`config.mk`:
```
export PLATFORM = sky130hd
export DESIGN_NAME = dmem_bus_bridge_flat
export DESIGN_NICKNAME = d
export VERILOG_FILES = /design/src/rtl/dmem_bus_if.sv /design/src/rtl/dmem_bus_bridge.sv /design/src/flat_wrapper.sv
export SDC_FILE = /design/constraint.sdc
export NUM_CORES = 1
export LEC_CHECK = 0
export ABC_AREA = 0
export BUFFER_PORTS_ARGS = -buffer_cell sky130_fd_sc_hd__buf_2
export CAP_MARGIN = 20
export CORE_ASPECT_RATIO = 0.8
export CORE_MARGIN = 2
export CORE_UTILIZATION = 28
export CTS_BUF_LIST = sky130_fd_sc_hd__clkbuf_16
export DETAILED_ROUTE_END_ITERATION = 10
export GPL_ROUTABILITY_DRIVEN = 0
export PLACE_DENSITY = 0.51
export SETUP_SLACK_MARGIN = 0.02
export SYNTH_ARGS = -nofsm -noshare
export SYNTH_HDL_FRONTEND = slang
export SYNTH_SLANG_ARGS = --single-unit
```
`constraint.sdc`:
```
create_clock -name clk -period 3.6 [get_ports clk]
set_clock_uncertainty 0.05 [all_clocks]
set_input_delay 0.72 -clock clk [delete_from_list [all_inputs] [get_ports clk]]
set_output_delay 0.72 -clock clk [all_outputs]
set_load 0.02 [all_outputs]
```
`src/rtl/dmem_bus_if.sv`:
```
// Valid/ready data-memory bus between the load/store bridge (master) and memory (slave).
// Requests hold until bus_ready; responses arrive later on bus_rvalid.
interface dmem_bus_if;
  logic        bus_valid;
  logic        bus_ready;
  logic        bus_we;
  logic [31:0] bus_addr;
  logic [31:0] bus_wdata;
  logic [3:0]  bus_wstrb;
  logic        bus_rvalid;
  logic [31:0] bus_rdata;
  logic        bus_rerr;

  modport master (
    output bus_valid, bus_we, bus_addr, bus_wdata, bus_wstrb,
    input  bus_ready, bus_rvalid, bus_rdata, bus_rerr
  );

  modport slave (
    input  bus_valid, bus_we, bus_addr, bus_wdata, bus_wstrb,
    output bus_ready, bus_rvalid, bus_rdata, bus_rerr
  );
endinterface

```
`src/rtl/dmem_bus_bridge.sv`:
```
// Single-outstanding bridge from the core's load/store port to a valid/ready memory bus.
// Stalls the core until the bus responds, and folds bus errors and timeouts into o_data_err.
module dmem_bus_bridge #(
  parameter int unsigned TIMEOUT = 255,
  parameter int unsigned CNT_W   = 8
) (
  input  logic        clk,
  input  logic        reset,
  input  logic        i_req_mem,
  input  logic        i_wmem,
  input  logic [31:0] i_addr,
  input  logic [31:0] i_wdata,
  input  logic [3:0]  i_wmask,
  output logic [31:0] o_data_i,
  output logic        o_data_stall,
  output logic        o_data_err,
  dmem_bus_if.master  bus
);

  localparam logic [1:0] S_IDLE = 2'd0;
  localparam logic [1:0] S_REQ  = 2'd1;
  localparam logic [1:0] S_RESP = 2'd2;
  localparam logic [1:0] S_DONE = 2'd3;

  localparam logic [CNT_W-1:0] L_TIMEOUT = CNT_W'(TIMEOUT);

  logic [1:0]       r_state;
  logic [CNT_W-1:0] r_cnt;
  logic             r_we;
  logic [31:0]      r_addr;
  logic [31:0]      r_wdata;
  logic [3:0]       r_wstrb;
  logic [31:0]      r_rdata;
  logic             r_err;

  logic w_idle;
  logic w_in_req;
  logic w_in_resp;
  logic w_in_done;
  logic w_empty_store;
  logic w_timeout;

  assign w_idle        = (r_state == S_IDLE);
  assign w_in_req      = (r_state == S_REQ);
  assign w_in_resp     = (r_state == S_RESP);
  assign w_in_done     = (r_state == S_DONE);
  assign w_empty_store = i_wmem && (i_wmask == 4'b0000);
  assign w_timeout     = (r_cnt == L_TIMEOUT);

  always_ff @(posedge clk) begin
    if (!reset) begin
      r_state <= S_IDLE;
      r_cnt   <= '0;
      r_we    <= 1'b0;
      r_addr  <= '0;
      r_wdata <= '0;
      r_wstrb <= '0;
      r_rdata <= '0;
      r_err   <= 1'b0;
    end else begin
      case (r_state)
        S_IDLE: begin
          if (i_req_mem) begin
            // Load fields are zeroed at capture so the bus never sees stale store data.
            r_we    <= i_wmem;
            r_addr  <= i_addr & 32'hFFFF_FFFC;
            r_wdata <= i_wmem ? i_wdata : 32'h0;
            r_wstrb <= i_wmem ? i_wmask : 4'b0000;
            r_cnt   <= '0;
            r_rdata <= '0;
            r_err   <= 1'b0;
            r_state <= w_empty_store ? S_DONE : S_REQ;
          end
        end
        S_REQ: begin
          r_cnt <= r_cnt + 1'b1;
          if (w_timeout) begin
            r_rdata <= '0;
            r_err   <= 1'b1;
            r_state <= S_DONE;
          end else if (bus.bus_ready) begin
            r_state <= S_RESP;
          end
        end
        S_RESP: begin
          r_cnt <= r_cnt + 1'b1;
          // A response in the last allowed cycle still wins over the timeout.
          if (bus.bus_rvalid) begin
            r_rdata <= (!r_we && !bus.bus_rerr) ? bus.bus_rdata : 32'h0;
            r_err   <= bus.bus_rerr;
            r_state <= S_DONE;
          end else if (w_timeout) begin
            r_rdata <= '0;
            r_err   <= 1'b1;
            r_state <= S_DONE;
          end
        end
        default: begin
          r_state <= S_IDLE;
        end
      endcase
    end
  end

  assign bus.bus_valid = w_in_req;
  assign bus.bus_we    = w_in_req & r_we;
  assign bus.bus_addr  = w_in_req ? r_addr  : 32'h0;
  assign bus.bus_wdata = w_in_req ? r_wdata : 32'h0;
  assign bus.bus_wstrb = w_in_req ? r_wstrb : 4'b0000;

  assign o_data_i     = w_in_done ? r_rdata : 32'h0;
  assign o_data_err   = w_in_done & r_err;
  assign o_data_stall = (w_idle & i_req_mem & reset) | w_in_req | w_in_resp;

endmodule

```
`src/flat_wrapper.sv`:
```
// flat-port wrapper written by rule: the top's interface ports become plain ports
module dmem_bus_bridge_flat 
#(
  parameter int unsigned TIMEOUT = 255,
  parameter int unsigned CNT_W   = 8
)
  (clk, reset, i_req_mem, i_wmem, i_addr, i_wdata, i_wmask, o_data_i, o_data_stall, o_data_err, bus_bus_valid, bus_bus_we, bus_bus_addr, bus_bus_wdata, bus_bus_wstrb, bus_bus_ready, bus_bus_rvalid, bus_bus_rdata, bus_bus_rerr);
  dmem_bus_if bus_i ();
  input  logic clk;
  input  logic reset;
  input  logic i_req_mem;
  input  logic i_wmem;
  input  logic [31:0] i_addr;
  input  logic [31:0] i_wdata;
  input  logic [3:0] i_wmask;
  output logic [31:0] o_data_i;
  output logic o_data_stall;
  output logic o_data_err;
  output wire logic [$bits(bus_i.bus_valid)-1:0] bus_bus_valid;
  output wire logic [$bits(bus_i.bus_we)-1:0] bus_bus_we;
  output wire logic [$bits(bus_i.bus_addr)-1:0] bus_bus_addr;
  output wire logic [$bits(bus_i.bus_wdata)-1:0] bus_bus_wdata;
  output wire logic [$bits(bus_i.bus_wstrb)-1:0] bus_bus_wstrb;
  input wire logic [$bits(bus_i.bus_ready)-1:0] bus_bus_ready;
  input wire logic [$bits(bus_i.bus_rvalid)-1:0] bus_bus_rvalid;
  input wire logic [$bits(bus_i.bus_rdata)-1:0] bus_bus_rdata;
  input wire logic [$bits(bus_i.bus_rerr)-1:0] bus_bus_rerr;
  assign bus_bus_valid = bus_i.bus_valid;
  assign bus_bus_we = bus_i.bus_we;
  assign bus_bus_addr = bus_i.bus_addr;
  assign bus_bus_wdata = bus_i.bus_wdata;
  assign bus_bus_wstrb = bus_i.bus_wstrb;
  assign bus_i.bus_ready = bus_bus_ready;
  assign bus_i.bus_rvalid = bus_bus_rvalid;
  assign bus_i.bus_rdata = bus_bus_rdata;
  assign bus_i.bus_rerr = bus_bus_rerr;
  dmem_bus_bridge #(.TIMEOUT(TIMEOUT), .CNT_W(CNT_W)) u_core (.clk(clk), .reset(reset), .i_req_mem(i_req_mem), .i_wmem(i_wmem), .i_addr(i_addr), .i_wdata(i_wdata), .i_wmask(i_wmask), .o_data_i(o_data_i), .o_data_stall(o_data_stall), .o_data_err(o_data_err), .bus(bus_i));
endmodule
```
After elaboration in Yosys (flattened, before gate mapping):

Cells that the tools add are included.

* output and inout port bits: 104
* logic and storage cells: 59
* bits in registers: 110

* add/sub/neg operators: 1
* bitwise operators: 6
* mux-type cells: 24
* reduce and logical (&&, ||, !) cells: 13
* eq/ne operators: 7

Operators with widths (number)
* $mux 32: 8
* $pmux 32 s3: 1
* $pmux 8 s2: 1
* $mux 2: 6
* $add 8x1->8 const B: 1
* $eq 8x8->1 const B: 1
* $mux 4: 2
* $mux 8: 1
* $ne 3x3->1 const B: 2
* $pmux 2 s3: 1
* $reduce_and 2->1: 3
* $and 1x1->1: 4
* $eq 2x2->1 const B: 2
* $logic_not 4->1: 1
* $mux 1: 3
* $pmux 1 s3: 1
* $reduce_and 3->1: 1
* $reduce_bool 3->1: 1
* $eq 2x1->1 const B: 1
* $logic_and 1x1->1: 2
* $logic_not 1->1: 2
* $logic_not 2->1: 1
* $ne 2x2->1 const B: 1
* $or 1x1->1: 2
* other kinds (2): 2

Logic depth before layout (Yosys ltp):

Gate-level depths: netlist of the first run.

* depth after elaboration: 5
* mapped depth: 8

Worst setup path after synthesis of the first run:

No wires, ideal clock.

* kind: register to output
* start point: register u_core.r_state[1]
* end point: output port bus_bus_addr[21]
* stages on the path, launching flop included: 7
* data required time: 2.830 ns
* path slack: 1.197 ns
* arrival time: 1.633 ns
* cells stage by stage: dfxtp_1 -> inv_1 -> ha_1 -> clkbuf_1 -> clkbuf_1 -> clkbuf_1 -> and2_1

* cells in the longest elaborated chain, start to end: 2

RTL lines
* start, declared: RTL line dmem_bus_bridge.sv:27 `logic [1:0] r_state;`
* start signal, assigned: RTL line dmem_bus_bridge.sv:72 `r_state <= w_empty_store ? S_DONE : S_REQ;`
* $eq 2x1->1: RTL line dmem_bus_bridge.sv:44 `assign w_in_req = (r_state == S_REQ);`
* named net bus_bus_valid: RTL line flat_wrapper.sv:19 `output wire logic [$bits(bus_i.bus_valid)-1:0] bus_bus_valid;`
* $mux 32: RTL line dmem_bus_bridge.sv:107 `assign bus.bus_addr = w_in_req ? r_addr : 32'h0;`
* end, declared: RTL line flat_wrapper.sv:21 `output wire logic [$bits(bus_i.bus_addr)-1:0] bus_bus_addr;`

The timed path passes the listed nets, and every way through them passes these cells.

Worst setup path in the final report of the first run:

* start point: register u_core.r_state[0]
* end point: output port o_data_i[20]

* cells in the longest elaborated chain, start to end: 2

RTL lines
* $eq 2x2->1: RTL line dmem_bus_bridge.sv:46 `assign w_in_done = (r_state == S_DONE);`
* $mux 32: RTL line dmem_bus_bridge.sv:111 `assign o_data_i = w_in_done ? r_rdata : 32'h0;`
* end, declared: RTL line flat_wrapper.sv:16 `output logic [31:0] o_data_i;`

Every way passes these cells.

==> flow_metrics.tcl, run 1 <==
set metrics [dict create \
    status "completed" \
    drt-total-wl_mm 13.7 \
    synth-seq-cells 110 \
    die_y_um 122 \
    setup_slack_ps 767 \
    io_pins 211 \
    synth.area.top_cells "dfxtp_1 45%, and2_1 13%, a21boi_0 10%" \
    cts_resized 0 \
    slew_headroom_pct 32.7 \
    synth_cells 562 \
    netSwitchingPower_mw 1.20 \
    grt.total_usage_pct 14.3 \
    internal_power_mw 2.27 \
    switching_share_pct 34.6 \
    coreArea_um2 17200 \
    grt_max_degree 68 \
    r2r_slack_ps 1280 \
    drive_gt1_share_pct 31.5 \
    clockRootBuffer "clkbuf_16" \
    worstHoldEndpoint "u_core.r_wdata[2]$_SDFFE_PN0N_" \
    grt_overflow_total 0 \
    cts_hold_buf 0 \
    start_kind "flip-flop" \
    die_x_um 152 \
    crit_required_ps 2830 \
    critPathArrivalTime_ps 2060 \
    p_per_area_nw_per_um2 548 \
    insertion_delay_ps 350 \
    vias_per_cell 4.57 \
    wl_per_cell_um 14.2 \
    p_leak_nw 2.89 \
    vias 4420 \
    reg2reg_from "u_core.r_state[0]$_SDFFE_PN0P_" \
    min_path_type "reg2reg" \
    yosysSeqAreaShare_pct 44.9 \
    vdd_drop_max_mv 0.293 \
    whs_ps 407 \
    dr.first_iter.drc_count 176 \
    fin_cells 968 \
    drt-pass1-iter-count 4 \
    io_buffers 206 \
    antenna_found_initial 0 \
    period_share_pct 78.7 \
    cts.htree.levels 3 \
    power_mw 3.48 \
    async_reset_ff_share_pct 0 \
    dp_slack_ps 1100 \
    grt_pass1_wl_mm 21.5 \
    cts.sinks 110 \
    worst-setup-path-type "reg2out" \
    slowest_delay_ps 850 \
    drc 0 \
    reg2regPathDepth 5 \
    tightest_slew_ps 1010 \
    yosys.area.top_type "dfxtp_1" \
    setup_violations 0 \
    maxSlewViolCount 0 \
    ys_types 38 \
    grt_pass1_vias 4309 \
    final_common_cell "buf_2" \
    area_growth_syn_to_layout_pct 29.5 \
    synth-main-ff-cell "dfxtp_1" \
    antenna_left 0 \
    syn_area_um2 4900 \
    hold_depth 2 \
    crit_fanout 36 \
    cts_made_buffers 9 \
    combPwrFrac_pct 29.3 \
    rsz0062_at_grt "no" \
    rows 43 \
    netlist.area_leader.share_pct 44.9 \
    antenna_cells 0 \
    yosysWarnings 0 \
    cts_setup_buffers 0 \
    dp_hpwl_mm 9.45 \
    final_nets 851 \
    fin_crit_ps 2830 \
    cts_tree "yes" \
    drv_cap 0 \
    ctsLongestPathBuffers 2 \
    die-area_um2 18600 \
    finalHoldViolations 0 \
    clockPowerShare_pct 30.1 \
    tns_ps 0 \
    dpl.cell_count 952 \
    layout_common_cells "206 x buf_2, 110 x dfxtp_1, 103 x nand2_1, 100 x and2_1, 67 x a21boi_0" \
    initial_core_util_pct 28.5 \
    path_cells "ha_1 -> and2_1 -> buf_2" \
    clk_pin_slew_ps 70 \
    synth_edf_count 0 \
    crit_slowest_cell "ha_1" \
    r2r-end "u_core.r_rdata[13]$_SDFFE_PN0P_" \
    fmax_mhz 353 \
    worstSetupEndpointType "primary output" \
    hold_start "u_core.r_wdata[2]$_SDFFE_PN0N_" \
    pwr-share-seq_pct 40.6 \
    synth_area_per_cell_um2 8.72 \
]
-- synth_stat cells (3+ instances only) --
| cell | n |
|---|---|
| dfxtp_1 | 110 |
| ha_1 | 6 |
| nor2_1 | 10 |
| a22o_1 | 32 |
| buf_6 | 6 |
| nand4_1 | 3 |
| nor3_1 | 3 |
| nand3_1 | 39 |
| a21boi_0 | 67 |
| nand2_1 | 104 |
| inv_1 | 4 |
| clkbuf_1 | 33 |
| and2_1 | 101 |
| xnor2_1 | 6 |
| buf_2 | 6 |
| a21oi_1 | 3 |
-- metal layers --
metal	GRT usage, %	wire [um]	vias up
met5	0	0	-
met4	4.96	235	0
met3	5.30	763	18
met2	23.8	6520	99
met1	17.2	6200	2091
li1	-	-	2212
-- layout make-up --
cell class	count	area [um^2]
Tap cell	225	282
Clock inverter	7	81.3
Inverter	4	15.0
Fill cell	1822	10900
Multi-Input combinational cell	401	2450
Timing Repair Buffer	212	1090
Clock buffer	9	225
Sequential cell	110	2200
-- worst max-delay path: cells and delay by family, from the launching register on --
kind,cells,cell delay (ps)
and+or+nand+nor,1,240
buffers and inverters,1,170
DFF,1,430
adders and majority gates,1,850
-- registers in the layout (all words and copies together), names as in the netlist --
name / count
u_core.r_wdata: 32
u_core.r_wstrb: 4
u_core.r_err: 1
u_core.r_addr: 30
u_core.r_cnt: 8
u_core.r_state: 2
u_core.r_we: 1
u_core.r_rdata: 32
-- power groups by stage --
| stage | Clock (mW) | Sequential, mW | Combinational [mW] |
|---|---|---|---|
| after floorplan | 0 | 1.42 | 0.735 |
| after global placement | 0 | 1.43 | 1.01 |
| after detailed placement | 0 | 1.44 | 1.03 |
| after CTS | 1.09 | 1.41 | 1.03 |
| after global routing | 1.14 | 1.43 | 1.14 |
| final | 1.05 | 1.41 | 1.02 |
-- kinds of logic (layout without fill, tap and decap cells) --
group / count (synthesis) / in the layout / share of synthesized area [%]
compound gates: 113 / 113 / 18.1
xor+xnor: 6 / 6 / 1.07
fa+ha+maj: 6 / 6 / 1.53
buf+inv: 52 / 232 / 5.21
flops: 110 / 110 / 44.9
mux: 2 / 2 / 0.408
other cells: 1 / 2 / 0.0765
simple gates: 272 / 272 / 28.7
-- how the worst max path moves through the flow --
stage	cells past startpoint	startpoint	slack (ps)	to
5_1_grt	3	u_core.r_state[0]$_SDFFE_PN0P_	570	o_data_i[20]
6_report	3	u_core.r_state[0]$_SDFFE_PN0P_	770	o_data_i[20]
3_5_place_dp	3	u_core.r_state[0]$_SDFFE_PN0P_	1100	o_data_i[20]
2_1_floorplan	6	u_core.r_state[1]$_SDFFE_PN0P_	1200	bus_bus_addr[21]
3_3_place_gp	3	u_core.r_state[0]$_SDFFE_PN0P_	1170	o_data_i[17]
4_1_cts	3	u_core.r_state[0]$_SDFFE_PN0P_	690	o_data_i[20]
-- stage by stage --
stage | util (%) | cell area (um^2)
final | 36.9 | 6350
after global routing | 36.9 | 6350
after CTS | 36.9 | 6350
after detailed placement | 35.1 | 6040
after floorplan | - | 4900
after global placement | 35.1 | 6040
No activity file was read; power rests on OpenSTA's default activity.
==> run 2: changes to the inputs <==
--- a/config.mk
+++ b/config.mk
@@ -14,7 +14,7 @@
 export CTS_BUF_LIST = sky130_fd_sc_hd__clkbuf_16
 export DETAILED_ROUTE_END_ITERATION = 10
 export GPL_ROUTABILITY_DRIVEN = 0
-export PLACE_DENSITY = 0.51
+export PLACE_DENSITY = 0.53
 export SETUP_SLACK_MARGIN = 0.02
 export SYNTH_ARGS = -nofsm -noshare
 export SYNTH_HDL_FRONTEND = slang
==> constraint.sdc (replaced) <==
create_clock -name clk -period 2.5 [get_ports clk]
set_clock_uncertainty 0.05 [all_clocks]
set_input_delay 0.5 -clock clk [delete_from_list [all_inputs] [get_ports clk]]
set_output_delay 0.5 -clock clk [all_outputs]
set_load 0.02 [all_outputs]
==> run 2 against run 1 <==
  * Die area did not move
  * Power rose by 41%
  * Global-route usage is 0.15 points higher
  * Largest power group unchanged
==> flow_metrics.tcl, run 2 (same netlist as run 1, synthesis figures left out) <==
set metrics [dict create \
    clk_pin_slew_ps 70 \
    crit_end "o_data_stall" \
    fmax_mhz 429 \
    reg2regPathDepth 6 \
    netSwitchingPower_mw 1.75 \
    biggestRegsByFlops "u_core.r_rdata: 32 flops, u_core.r_wdata: 32 flops, u_core.r_addr: 30 flops" \
    maxSlewViolCount 0 \
    final_common_cell "buf_2" \
    tightest_slew_ps 737 \
    io_pins 211 \
    die-area_um2 18600 \
    dp_hpwl_mm 9.50 \
    critPathArrivalTime_ps 1780 \
    path_cells "inv_1 -> ha_1 -> and2_2 -> a211o_1 -> buf_2" \
    antenna_left 0 \
    cp_top_family "flip-flops" \
    placed_cell_area_um2 6140 \
    p_leak_nw 2.91 \
    cts_setup_buffers 0 \
    top_layer "met4" \
    internal_power_mw 3.15 \
    routed-wl-met2_mm 6.29 \
    vias_per_cell 4.44 \
    cts.sinks 110 \
    crit_fanout 5 \
    worstSetupEndpointType "primary output" \
    status "completed" \
    insertion_delay_ps 350 \
    finalHoldViolations 0 \
    antenna_found_initial 1 \
    switching_share_pct 35.7 \
    grt_max_degree 68 \
    period_share_pct 93.2 \
    slew_headroom_pct 50.8 \
    dr.first_iter.drc_count 218 \
    drt-pass1-iter-count 4 \
    rows 43 \
    crit_path_start "u_core.r_state[1]$_SDFFE_PN0P_" \
    area_growth_syn_to_layout_pct 30.8 \
    cts.htree.levels 3 \
    cts_hold_buf 0 \
    min_path_type "in2reg" \
    drv_cap 0 \
    coreArea_um2 17200 \
    finish.instance_area_um2 6410 \
    hold_start "bus_bus_rdata[19]" \
    clockRootBuffer "clkbuf_16" \
    tns_ps 0 \
    power_mw 4.90 \
    wl_met1_mm 6.29 \
    fin_crit_ps 2330 \
    vias 4335 \
    r2r-end "u_core.r_wdata[1]$_SDFFE_PN0N_" \
    dpl.cell_count 960 \
    crit_slowest_cell "dfxtp_1" \
    die_y_um 122 \
    r2r_slack_ps 500 \
    cts_made_buffers 9 \
    ctsLongestPathBuffers 2 \
    wl_per_cell_um 14.0 \
    met3_length_um 818 \
    worst-setup-path-type "reg2out" \
    grt_pass1_vias 4078 \
    grt_overflow_total 0 \
    slowest_delay_ps 420 \
    setup_violations 0 \
    grt_pass1_wl_mm 21.8 \
    pwr-share-seq_pct 41.5 \
    start_kind "flip-flop" \
    die_x_um 152 \
    combPwrFrac_pct 32.0 \
    cts_tree "yes" \
    crit_required_ps 1950 \
    fin_cells 976 \
    vdd_drop_max_mv 0.328 \
    p_per_area_nw_per_um2 765 \
    layout_common_cells "206 x buf_2, 109 x dfxtp_1, 103 x nand2_1, 100 x and2_1, 67 x a21boi_0" \
    io_buffers 206 \
    worst-path-stages 5 \
    clockPowerShare_pct 26.5 \
    rsz0062_at_grt "no" \
    drc 0 \
    final_nets 859 \
    reg2reg_from "u_core.r_state[1]$_SDFFE_PN0P_" \
    initial_core_util_pct 28.5 \
    grt.total_usage_pct 14.5 \
    drt-total-wl_mm 13.7 \
    drive_gt1_share_pct 32.3 \
    critPathBufInv 2 \
]
run 2: cell count changes in the layout (fill, tap and decap cells not counted), sizes merged:
| cell | change |
|---|---|
| buf | +8 |
| inv | -1 |
| clkinvlp | +2 |
| bufinv | -2 |
| diode | +1 |
run 2: repair_timing:
| item | CTS | global route |
|---|---|---|
| gates resized for setup | 1 | 1 |
| endpoints found under the setup margin | 40 | 1 |
| gates cloned | 0 | 0 |
run 2: through the flow:
stage	setup slack (ps)	hold slack [ps]	util (%)
floorplan	317	386	-
global placement	331	397	35.7
detailed placement	327	401	35.7
CTS	91.3	286	37.2
global route	40.9	291	37.2
finish	169	306	37.2
run 2: worst min path at each step:
stage / end / slack (ps) / depth (start not counted)
3_3_place_gp: u_core.r_wdata[22]$_SDFFE_PN0N_ / 400 / 2
3_5_place_dp: u_core.r_wdata[16]$_SDFFE_PN0N_ / 400 / 2
6_report: u_core.r_rdata[19]$_SDFFE_PN0P_ / 310 / 2
4_1_cts: u_core.r_rdata[19]$_SDFFE_PN0P_ / 290 / 2
2_1_floorplan: u_core.r_wdata[0]$_SDFFE_PN0N_ / 390 / 2
5_1_grt: u_core.r_rdata[18]$_SDFFE_PN0P_ / 290 / 2
run 2: cell type report:
type                       instances  area [um^2]
antenna                            1         2.50
sequential                       110         2200
clock inverter                     6         31.3
timing repair buffer             220         1190
multi-input combinational        401         2460
clock buffer                       9          225
tap                              225          282
fill                            1873        10800
inverter                           4         15.0
run 2: metal layers:
layer / up-vias / GRT usage [%]
met5: - / 0
met2: 96 / 23.0
met4: 0 / 4.79
met1: 1994 / 18.8
met3: 15 / 4.59
li1: 2230 / -
run 2: power groups by stage:
stage	clock network, mW	registers [mW]	logic (mW)
2_1_floorplan	0	2.04	1.06
4_1_cts	1.37	2.03	1.61
5_1_grt	1.43	2.06	1.75
6_report	1.30	2.03	1.57
3_5_place_dp	0	2.07	1.59
3_3_place_gp	0	2.07	1.60
